## src/rtl/ula_controle_pkg.sv

```systemverilog
// Shared command codes, state encoding and default widths for the ULA controller
// and the register slices it drives.
package ula_controle_pkg;

    localparam int unsigned WIDTH_DEF = 4;
    localparam int unsigned OPW_DEF   = 3;

    typedef enum logic [1:0] {
        CMD_CLEAR = 2'd0,
        CMD_LOAD  = 2'd1,
        CMD_HOLD  = 2'd2
    } cmd_e;

    typedef enum logic [2:0] {
        S_IDLE    = 3'd0,
        S_LIMPA   = 3'd1,
        S_CARGA_X = 3'd2,
        S_CARGA_Y = 3'd3,
        S_EXEC    = 3'd4,
        S_FIM     = 3'd5
    } state_e;

endpackage

```

## src/rtl/ula_controle.sv

```systemverilog
// Sequencer for the regX/regY/regZ + ULA datapath: latches operands on start, then
// clears, loads X, loads Y, executes into Z and pulses done.
module ula_controle
    import ula_controle_pkg::*;
#(
    parameter int unsigned WIDTH = WIDTH_DEF,
    parameter int unsigned OPW   = OPW_DEF
) (
    input  logic             clock,
    input  logic             reset,
    input  logic             start,
    input  logic [WIDTH-1:0] operando_a,
    input  logic [WIDTH-1:0] operando_b,
    input  logic [OPW-1:0]   opcode,
    output logic [WIDTH-1:0] barramento,
    output logic [1:0]       Tx,
    output logic [1:0]       Ty,
    output logic [1:0]       Tz,
    output logic [OPW-1:0]   sel_ula,
    output logic             busy,
    output logic             done
);

    state_e           state_q, state_d;
    logic [WIDTH-1:0] a_lat_q, a_lat_d;
    logic [WIDTH-1:0] b_lat_q, b_lat_d;
    logic [OPW-1:0]   op_lat_q, op_lat_d;
    logic [WIDTH-1:0] bus_q, bus_d;
    logic [OPW-1:0]   sel_q, sel_d;
    cmd_e             tx_q, tx_d, ty_q, ty_d, tz_q, tz_d;
    logic             busy_q, busy_d;
    logic             done_q, done_d;

    always_comb begin
        state_d  = S_IDLE;
        a_lat_d  = a_lat_q;
        b_lat_d  = b_lat_q;
        op_lat_d = op_lat_q;
        case (state_q)
            S_IDLE: begin
                if (start) begin
                    a_lat_d  = operando_a;
                    b_lat_d  = operando_b;
                    op_lat_d = opcode;
                    state_d  = S_LIMPA;
                end else begin
                    state_d  = S_IDLE;
                end
            end
            S_LIMPA:   state_d = S_CARGA_X;
            S_CARGA_X: state_d = S_CARGA_Y;
            S_CARGA_Y: state_d = S_EXEC;
            S_EXEC:    state_d = S_FIM;
            S_FIM:     state_d = S_IDLE;
            default:   state_d = S_IDLE;
        endcase
    end

    // Outputs are decoded from the next state so the registered values line up
    // with the cycle the FSM actually spends in that state.
    always_comb begin
        tx_d   = CMD_HOLD;
        ty_d   = CMD_HOLD;
        tz_d   = CMD_HOLD;
        bus_d  = bus_q;
        sel_d  = sel_q;
        busy_d = (state_d != S_IDLE);
        done_d = (state_d == S_FIM);
        case (state_d)
            S_LIMPA: begin
                tx_d  = CMD_CLEAR;
                ty_d  = CMD_CLEAR;
                tz_d  = CMD_CLEAR;
                bus_d = '0;
            end
            S_CARGA_X: begin
                bus_d = a_lat_q;
                tx_d  = CMD_LOAD;
            end
            S_CARGA_Y: begin
                bus_d = b_lat_q;
                ty_d  = CMD_LOAD;
            end
            S_EXEC: begin
                sel_d = op_lat_q;
                tz_d  = CMD_LOAD;
            end
            default: ;
        endcase
    end

    always_ff @(posedge clock) begin
        if (reset) begin
            state_q  <= S_IDLE;
            a_lat_q  <= '0;
            b_lat_q  <= '0;
            op_lat_q <= '0;
            bus_q    <= '0;
            sel_q    <= '0;
            tx_q     <= CMD_CLEAR;
            ty_q     <= CMD_CLEAR;
            tz_q     <= CMD_CLEAR;
            busy_q   <= 1'b0;
            done_q   <= 1'b0;
        end else begin
            state_q  <= state_d;
            a_lat_q  <= a_lat_d;
            b_lat_q  <= b_lat_d;
            op_lat_q <= op_lat_d;
            bus_q    <= bus_d;
            sel_q    <= sel_d;
            tx_q     <= tx_d;
            ty_q     <= ty_d;
            tz_q     <= tz_d;
            busy_q   <= busy_d;
            done_q   <= done_d;
        end
    end

    assign barramento = bus_q;
    assign sel_ula    = sel_q;
    assign Tx         = tx_q;
    assign Ty         = ty_q;
    assign Tz         = tz_q;
    assign busy       = busy_q;
    assign done       = done_q;

endmodule

```

## config.mk

```make
export PLATFORM = sky130hd
export DESIGN_NAME = ula_controle
export DESIGN_NICKNAME = d
export VERILOG_FILES = /design/src/rtl/ula_controle_pkg.sv /design/src/rtl/ula_controle.sv
export SDC_FILE = /design/constraint.sdc
export NUM_CORES = 1
export LEC_CHECK = 0
export CORE_MARGIN = 3
export CORE_UTILIZATION = 45
export CTS_BUF_LIST = sky130_fd_sc_hd__clkbuf_8
export CTS_CLUSTER_DIAMETER = 50
export DETAILED_ROUTE_END_ITERATION = 8
export PLACE_DENSITY = 0.85
export REMOVE_ABC_BUFFERS = 1
export SYNTH_ARGS = -nofsm -noshare
export SYNTH_HDL_FRONTEND = slang
export SYNTH_SLANG_ARGS = --single-unit
```

## constraint.sdc

```tcl
create_clock -name clock -period 1.17 [get_ports clock]
set_input_delay 0.117 -clock clock [delete_from_list [all_inputs] [get_ports clock]]
set_output_delay 0.117 -clock clock [all_outputs]
set_load 0.05 [all_outputs]
```

==> results of run 1 <==
## worst max-delay path: cells and delay by family, from the launching register on
family / cells / cell delay (ns)
simple gates: 2 / 0.77
compound gates: 1 / 0.07
flops: 1 / 0.36
## cells by family after synthesis
family | Yosys count
AO/OA/AOI/OAI | 23
XOR/XNOR | 1
buffers and inverters | 11
flip-flops | 29
multiplexers | 3
AND/OR/NAND/NOR | 56
## layout by cell type, fill, tap and decap left out, drive strengths merged, types with 2 or more instances in the layout
master,count
nand2,23
clkbuf,5
dfxtp,29
or2,2
or3b,5
a21oi,17
nor3,6
mux2i,3
buf,35
nor4b,4
clkdlybuf4s50,12
a221o,4
nand3b,5
nor2,9
clkinv,2
## state kept, by name, summed over array words and instances, names as in the netlist
register and count:
sel_ula 3, op_lat_q 3, barramento 4, busy 1, Tx 2, a_lat_q 4, b_lat_q 4, Ty 2
Tz 2, done 1, state_q 3
## metrics by stage
step / utilization, % / area (µm²)
6_report: 81.7 / 1890
3_5_place_dp: 73.0 / 1690
4_1_cts: 79.2 / 1840
2_1_floorplan: - / 1080
3_3_place_gp: 73.0 / 1690
5_1_grt: 81.7 / 1890
## final cells by class
type                            instances  area (µm²)
Timing Repair Buffer                   48         611
Sequential cell                        29         592
Clock buffer                            5        68.8
Tap cell                               28        35.0
Multi-Input combinational cell         83         573
Fill cell                             108         425
Clock inverter                          3        13.8
## metal layers
metal	part of all wire, %	wire [µm]	up-vias
met5	0	0	-
met4	2.2	78	0
met3	6.9	242	9
met2	52	1820	57
met1	39	1360	555
li1	-	-	515
## where the power goes
part	internal (mW)	leakage (nW)	switching [mW]
Sequential	1.06	0.239	0.0638
Combinational	0.340	0.472	0.337
Clock	0.402	0.0491	0.372
## synthesized netlist by cell type, drive strengths merged
| master | count |
|---|---|
| a211oi | 1 |
| a21oi | 17 |
| a221o | 4 |
| buf | 8 |
| clkbuf | 3 |
| dfxtp | 29 |
| mux2i | 3 |
| nand2 | 23 |
| nand3b | 5 |
| nor2 | 9 |
| nor3 | 6 |
| nor4 | 1 |
| nor4b | 4 |
| o21a | 1 |
| or2 | 2 |
| or3b | 5 |
| or4b | 1 |
| xnor2 | 1 |
## how the worst max path moves through the flow
stage                                          start                         end  slack, ns  cells past startpoint
after floorplan           barramento[0]$_SDFFE_PP0P_  barramento[0]$_SDFFE_PP0P_      -0.23                      3
after global placement                         start    op_lat_q[0]$_SDFFE_PP0P_      -0.42                      4
after detailed placement                       start    op_lat_q[0]$_SDFFE_PP0P_      -0.47                      4
after CTS                      state_q[1]$_SDFF_PP0_    op_lat_q[1]$_SDFFE_PP0P_      -0.11                      5
after global routing           state_q[0]$_SDFF_PP0_    op_lat_q[2]$_SDFFE_PP0P_      -0.19                      5
final                          state_q[1]$_SDFF_PP0_    op_lat_q[0]$_SDFFE_PP0P_      -0.14                      3
## what timing repair did
action                     in CTS  in global routing
setup endpoints to repair      19                 20
resized for setup              18                 16
cloned                          1                  0
setup buffers                   1                  0
pin swaps                      18                 15
hold buffers                    0                  0
==> impl_metrics.py, run 1 <==
metrics = {
    "status": {
        "status": "finished, violations left",
        "violations": "negative setup slack",
    },
    "grt": {
        "grt_pass1_wl_um": 5230,
        "grtUsageMet2_pct": 37.2,
        "met1_usage_pct": 23.7,
        "gr-total-overflow": 0,
        "use_met3_pct": 7.82,
        "grt_max_degree": 15,
        "grt.total_usage_pct": 21.7,
        "grt_pass1_vias": 1094,
        "antenna_found_initial": 0,
        "busiest_layer": "met2",
    },
    "synth": {
        "synth_top_area_share_pct": 50.8,
        "syn_area_per_cell_um2": 9.29,
        "ys_seq_area_share_pct": 50.8,
        "yosys.area_share.xor_xnor_pct": 0.767,
        "ys_types": 23,
        "synth_compound_area_share_pct": 12.3,
        "synth_top_family_by_area": "simple AND/OR/NAND/NOR gates",
        "synthCells": 123,
        "synthMuxAreaShare_pct": 2.63,
        "synth_area_mm2": 0.00114,
        "synth_warnings": 0,
        "synthAdderAreaFrac_pct": 0,
        "synth.area.top_cells": "dfxtp_1 51%, nand2_1 7.6%, a21oi_1 7.4%, a221o_1 3.5%, nand3b_1 3.3%",
        "synth_simple_gate_area_share_pct": 28.0,
        "synth_seq_cells": 29,
        "synth_area_leader_cell": "dfxtp_1",
    },
    "setup_path": {
        "worstRegToRegCells": 3,
        "slowest_stage": "or4b_4",
        "worstPathMaxFanout": 11,
        "rr_endpoint": "op_lat_q[0]$_SDFFE_PP0P_",
        "cp-end-kind": "flip-flop",
        "critical_path_class": "reg2reg",
        "worstSetupStartpointType": "flip-flop",
        "cpPeakStageDelay_ns": 0.62,
        "reg2reg_slack_ns": -0.14,
        "worstReg2RegStart": "state_q[1]$_SDFF_PP0_",
        "path_cells": "or4b_4 -> nand2_1 -> a21oi_2",
        "crit_required_ns": 1.35,
        "worstPathArrival_ns": 1.49,
    },
    "worst_hold_path": {
        "hold_path_depth": 3,
        "holdCritPathClass": "in2reg",
        "holdCritStartpoint": "operando_a[1]",
        "hold_end": "a_lat_q[1]$_SDFFE_PP0P_",
    },
    "floorplan": {
        "dieArea_mm2": 0.00318,
        "die_h_um": 56.4,
        "rows": 17,
        "ios": 29,
        "core_mm2": 0.00232,
        "fp.dieW_um": 56.4,
        "start_util_pct": 49.3,
    },
    "cts": {
        "cts_max_level": 2,
        "path_clk_slew_ns": 0.06,
        "cts_root_buf": "clkbuf_8",
        "clkLatencyLatePin_ns": 0.29,
        "cts_made_buffers": 5,
        "cts_max_path_buffers": 2,
        "cts_tree": "yes",
        "numClockSinks": 29,
    },
    "timing": {
        "holdWs_ns": 0.391,
        "finalWorstSetupSlack_ns": -0.142,
        "max_freq_mhz": 762,
        "hold_viol": 0,
        "worstMarginPinSlew_ns": 0.322,
        "rsz0062_at_grt": "true",
        "slew_headroom_pct": 78.6,
        "maxSlewViolCount": 0,
        "finalSetupViolCount": 18,
        "finClkSkew_ns": 0.00656,
        "fin_crit_sh_pct": 112,
        "fin_crit_ns": 1.31,
        "tns_ns": -1.39,
    },
    "placement": {
        "post-dp-hpwl_um": 2090,
        "gp_congestion": 0.782,
        "io_buffer_count": 28,
        "dp.cells": 186,
        "post-place-ws_ns": -0.474,
    },
    "cells_and_area": {
        "drive_gt1_share_pct": 41.7,
        "nNetsFinal": 181,
        "instances_no_fill": 196,
        "antennaDiodeCount": 0,
        "area_growth_pct": 65.7,
    },
    "route": {
        "ant_nets": 0,
        "via_per_inst": 5.80,
        "wire_per_inst_um": 17.9,
        "drt-initial-drc-count": 46,
        "first_pass_iters": 4,
        "vias": 1136,
        "finalWirelength_um": 3500,
        "drc_errors": 0,
    },
    "flow_run": {
        "cap_violations": 0,
    },
    "power": {
        "vdd_drop_max_v": 0.00110,
        "powerDensity_mw_per_mm2": 1360,
        "power_mw": 2.57,
        "leakage_nw": 0.760,
    },
}
(Power assumes the default switching activity.)
==> inputs of run 2 (changes only) <==
--- a/config.mk
+++ b/config.mk
@@ -10,8 +10,8 @@
 export CTS_BUF_LIST = sky130_fd_sc_hd__clkbuf_8
 export CTS_CLUSTER_DIAMETER = 50
 export DETAILED_ROUTE_END_ITERATION = 8
+export GPL_TIMING_DRIVEN = 0
 export PLACE_DENSITY = 0.85
-export REMOVE_ABC_BUFFERS = 1
 export SYNTH_ARGS = -nofsm -noshare
 export SYNTH_HDL_FRONTEND = slang
 export SYNTH_SLANG_ARGS = --single-unit
==> run 2 against run 1 <==
Net effect: the run still ends with negative setup slack left; setup slack got worse by 0.021 ns; total power increased by 0.39%; fmax decreased by 1.6%; sequential share of layout area is 1.1 points higher; core utilization decreased by 1.7 points; global-route usage shrank 3.2 points; critical path depth is 1 higher; register-to-register slack worse by 0.02 ns.
==> impl_metrics.py, run 2 (synthesis results as in run 1) <==
metrics = {
    "worst_hold_path": {
        "holdCritPathClass": "in2reg",
        "holdCritStartpoint": "reset",
        "hold_path_depth": 2,
    },
    "cts": {
        "cts_max_level": 2,
        "cts_tree": "yes",
        "numClockSinks": 29,
        "path_clk_slew_ns": 0.06,
        "clkLatencyLatePin_ns": 0.29,
        "cts_made_buffers": 5,
        "cts_root_buf": "clkbuf_8",
        "cts_hold_buf": 0,
        "cts_max_path_buffers": 2,
    },
    "timing": {
        "hold_viol": 0,
        "slew_headroom_pct": 61.2,
        "rsz0062_at_grt": "true",
        "tns_ns": -1.89,
        "finClkSkew_ns": 0.00900,
        "fin_crit_sh_pct": 114,
        "worstMarginPinSlew_ns": 0.582,
        "finalSetupViolCount": 17,
        "holdWs_ns": 0.338,
        "finalWorstSetupSlack_ns": -0.163,
        "fin_crit_ns": 1.33,
        "maxSlewViolCount": 0,
        "max_freq_mhz": 750,
    },
    "setup_path": {
        "worstReg2RegStart": "state_q[1]$_SDFF_PP0_",
        "worstSetupStartpointType": "flip-flop",
        "worstPathArrival_ns": 1.48,
        "worstPathMaxFanout": 5,
        "cp-end-kind": "flip-flop",
        "crit_required_ns": 1.32,
        "critical_path_class": "reg2reg",
        "cp-startpoint": "state_q[1]$_SDFF_PP0_",
        "worstRegToRegCells": 4,
    },
    "floorplan": {
        "rows": 17,
        "ios": 29,
        "core_mm2": 0.00232,
        "fp.dieW_um": 56.4,
        "start_util_pct": 49.3,
        "die_h_um": 56.4,
        "dieArea_mm2": 0.00318,
    },
    "grt": {
        "gr-total-overflow": 0,
        "grt_max_degree": 11,
        "grt_pass1_wl_um": 4520,
        "grt_pass1_vias": 1012,
        "antenna_found_initial": 0,
        "grt.total_usage_pct": 18.5,
    },
    "route": {
        "drt-initial-drc-count": 39,
        "ant_nets": 0,
        "wire_per_inst_um": 16.5,
        "drc_errors": 0,
        "first_pass_iters": 5,
        "via_per_inst": 5.62,
        "finalWirelength_um": 3240,
        "vias": 1101,
    },
    "cells_and_area": {
        "mostFrequentLayoutCell": "dfxtp_1",
        "nFillCells": 141,
        "nNetsFinal": 181,
        "drive_gt1_share_pct": 47.6,
        "design_area_mm2": 0.00185,
        "area_growth_pct": 62.2,
        "antennaDiodeCount": 0,
        "utilization_pct": 79.9,
        "mostFrequentLayoutCells": "22 x dfxtp_1, 15 x nand2_1, 15 x clkdlybuf4s15_2",
        "instances_no_fill": 196,
    },
    "synth": {
        "syn_nets": 137,
    },
    "power": {
        "power_mw": 2.58,
        "leakage_nw": 0.710,
        "powerDensity_mw_per_mm2": 1390,
        "vdd_drop_max_v": 0.00125,
    },
    "placement": {
        "io_buffer_count": 27,
        "post-place-ws_ns": -0.408,
        "post-dp-hpwl_um": 1780,
        "gp_congestion": 0.825,
        "placed_area_mm2": 0.00146,
        "dp.cells": 178,
    },
    "flow_run": {
        "cap_violations": 0,
    },
    "status": {
        "violations": "negative setup slack",
        "status": "finished, violations left",
    },
}
-- run 2: cell types whose count changed in the layout (fill, tap and decap cells not counted), sizes merged --
cell	delta
dlygate4sd2	-1
clkbuf	+5
inv	+1
clkinv	-2
clkdlybuf4s15	+15
clkdlybuf4s50	-1
dlymetal6s2s	+1
buf	-18
-- run 2: area by class of cell --
class,count,area [µm²],share of cell area (%)
clock buffer,6,82.6,4.46
sequential,29,599,32.3
tap,28,35.0,1.89
multi-input combinational,83,628,33.9
clock inverter,2,7.51,0.405
timing repair buffer,37,392,21.1
buffer,11,109,5.87
-- run 2: final timing paths --
check                             end  slack (ns)
max           b_lat_q[1]$_SDFFE_PP0P_       -0.16
min                  Tz[0]$_SDFF_PP0_        0.34
max reg2reg   b_lat_q[1]$_SDFFE_PP0P_       -0.16
min reg2reg  op_lat_q[0]$_SDFFE_PP0P_        0.47
-- run 2: routing by layer --
metal	global-route usage, %	vias to the layer above	wire length (µm)
met5	0	-	0
li1	-	515	-
met4	6.78	0	77
met2	31.2	47	1600
met3	7.36	8	203
met1	20.9	531	1370
-- run 2: critical path, cell delays in order, from the launching register on --
cell	delay [ns]
dfxtp_4	0.36
or4b_4	0.58
buf_6	0.16
nand2_1	0.06
a21oi_1	0.06
-- run 2: where the power goes --
group          internal (mW)  leakage, nW  switching [mW]
sequential              1.06        0.242          0.0520
clock                  0.460       0.0538           0.357
combinational          0.304        0.414           0.352
-- run 2: timing repair --
item                       4_1_cts  5_1_grt
setup endpoints to repair       34       24
gates resized for setup         51       48
gates cloned                     0        3
pin swaps                        1        9
buffers inserted                 1        6
==> edit, RTL diff (settings of run 1) <==
`WIDTH_DEF`: 4 -> 5.
--- a/src/rtl/ula_controle_pkg.sv
+++ b/src/rtl/ula_controle_pkg.sv
@@ -3,5 +3,5 @@
 package ula_controle_pkg;
 
-    localparam int unsigned WIDTH_DEF = 4;
+    localparam int unsigned WIDTH_DEF = 5;
     localparam int unsigned OPW_DEF   = 3;
 
Interface: changed (resized barramento, operando_a and operando_b); port bits go from 29 to 32. The function was not compared with the original's and may differ.
==> edit against run 1 <==
- the run still ends with setup timing left
- area after synthesis grew 7.2%
- wire length increased by 30%
- non-clock buffer count is 6 higher
- setup slack got worse by 0.077 ns
- power is 16% higher
- utilization rose by 1.5 points
- sequential cell count rose by 3
- design area up 11%
- clock skew shrank 0.0011 ns
- critical path type unchanged
==> edit: results (changes against run 1) <==
outcome finished, violations left (unchanged); failing checks setup timing (unchanged); Worst VDD drop 1110 uV (was 1100 uV); Port Buffer Count 31 (was 28); first-pass GRT wire length 6120 microns (was 5230 microns); Setup Viol. Count Final 19 (was 18); Non-CTS buffers 54 (was 48); met2 routed WL 2200 microns (was 1820 microns); most frequent cells after synthesis dfxtp_1, nand2_1, a21oi_1 (unchanged); Non-clock buffer share 0.321 (was 0.323); placed inst area 1830 sq um (was 1690 sq um); register area share after synthesis 0.523 (was 0.508); met1 Usage GRT 0.260 (was 0.237); GP Congestion 0.867 (was 0.782); Switch Pwr 927 uW (was 772 uW); clock tree cell share of total cell area 0.0429 (was 0.0436); fillers 124 (was 108); Worst Hold End b_lat_q[0] (was a_lat_q[1]); worst r2r src state_q[2] (was state_q[1]); comb_multi_in 96 (was 83); Slew HR 0.703 (was 0.786); Worst path max stage delay 0.37 ns (was 0.62 ns); Reg2Reg Depth 5 (was 3); M1 wire length 1580 microns (was 1360 microns); Syn Area/Cell 8.88 sq um (was 9.29 sq um); Synth Cell Area 1220 sq um (was 1140 sq um); GR Util met3 0.0757 (was 0.0782); worst hold margin 0.389 ns (was 0.391 ns); all-layer global routing usage 0.246 (was 0.217); vias in the first global route 1277 (was 1094); invs w/o clock 2 (was 0); number of clock buffers in the layout 6 (was 5); Seq power 1270 uW (was 1120 uW); fraction of area in multi-input gates 0.302 (was 0.303); destination of the critical timing path b_lat_q[1] (was op_lat_q[0]); post-synthesis register bit count 32 (was 29); TNS Setup -2.71 ns (was -1.39 ns); post-DR vias/cell 6.13 (was 5.80); router iterations before antenna repair 7 (was 4); largest net degree at the start of global routing 14 (was 15); slowest CP cell dfxtp_4 (was or4b_4); Vias 1361 (was 1136); Hold Path Origin operando_b[0] (was operando_a[1]); final wirelength 4560 microns (was 3500 microns); PnR worst setup slack -0.218 ns (was -0.142 ns); post-route design area 2100 sq um (was 1890 sq um); fin nets 207 (was 181); met2 GRT Util 0.426 (was 0.372); Iter 0 DRT Violations 77 (was 46); DR WL met3 455 microns (was 242 microns); hpwl dp 2220 microns (was 2090 microns); Seq/total area 0.311 (was 0.313); Arr. time, crit path 1.60 ns (was 1.49 ns); share of post-route cells with drive strength above 1 0.422 (was 0.417); Setup Skew 0.00545 ns (was 0.00656 ns)
## edit: cell types whose count changed after synthesis, moves of 2 or more
cell,delta
nand3b_1,-4
dfxtp_1,+3
inv_1,+2
nor2_1,+3
a222oi_1,+5
buf_2,-3
or3b_2,-4
nand2b_1,+6
o21ai_0,+6
a221o_1,-4
nor4b_1,-2
nand2_1,+5
## edit: repair_timing
item,CTS,global route
cloned,1,1
pin swaps,17,12
setup buffers,2,2
resized for setup,30,23
endpoints found under the setup margin,21,23
## edit: cells by family (layout without fill, tap and decap cells)
group / count (synthesis) / count (layout) / share of synthesized area
mux: 3 / 3 / 0.0245
buf+inv: 11 / 64 / 0.0511
compound gates: 31 / 31 / 0.156
flops: 32 / 32 / 0.523
simple gates: 61 / 62 / 0.245
## edit: tightest hold or removal path: stages
cell             delay [ns]
clkdlybuf4s50_1        0.39
nand2_1                0.06
a21oi_1                0.05
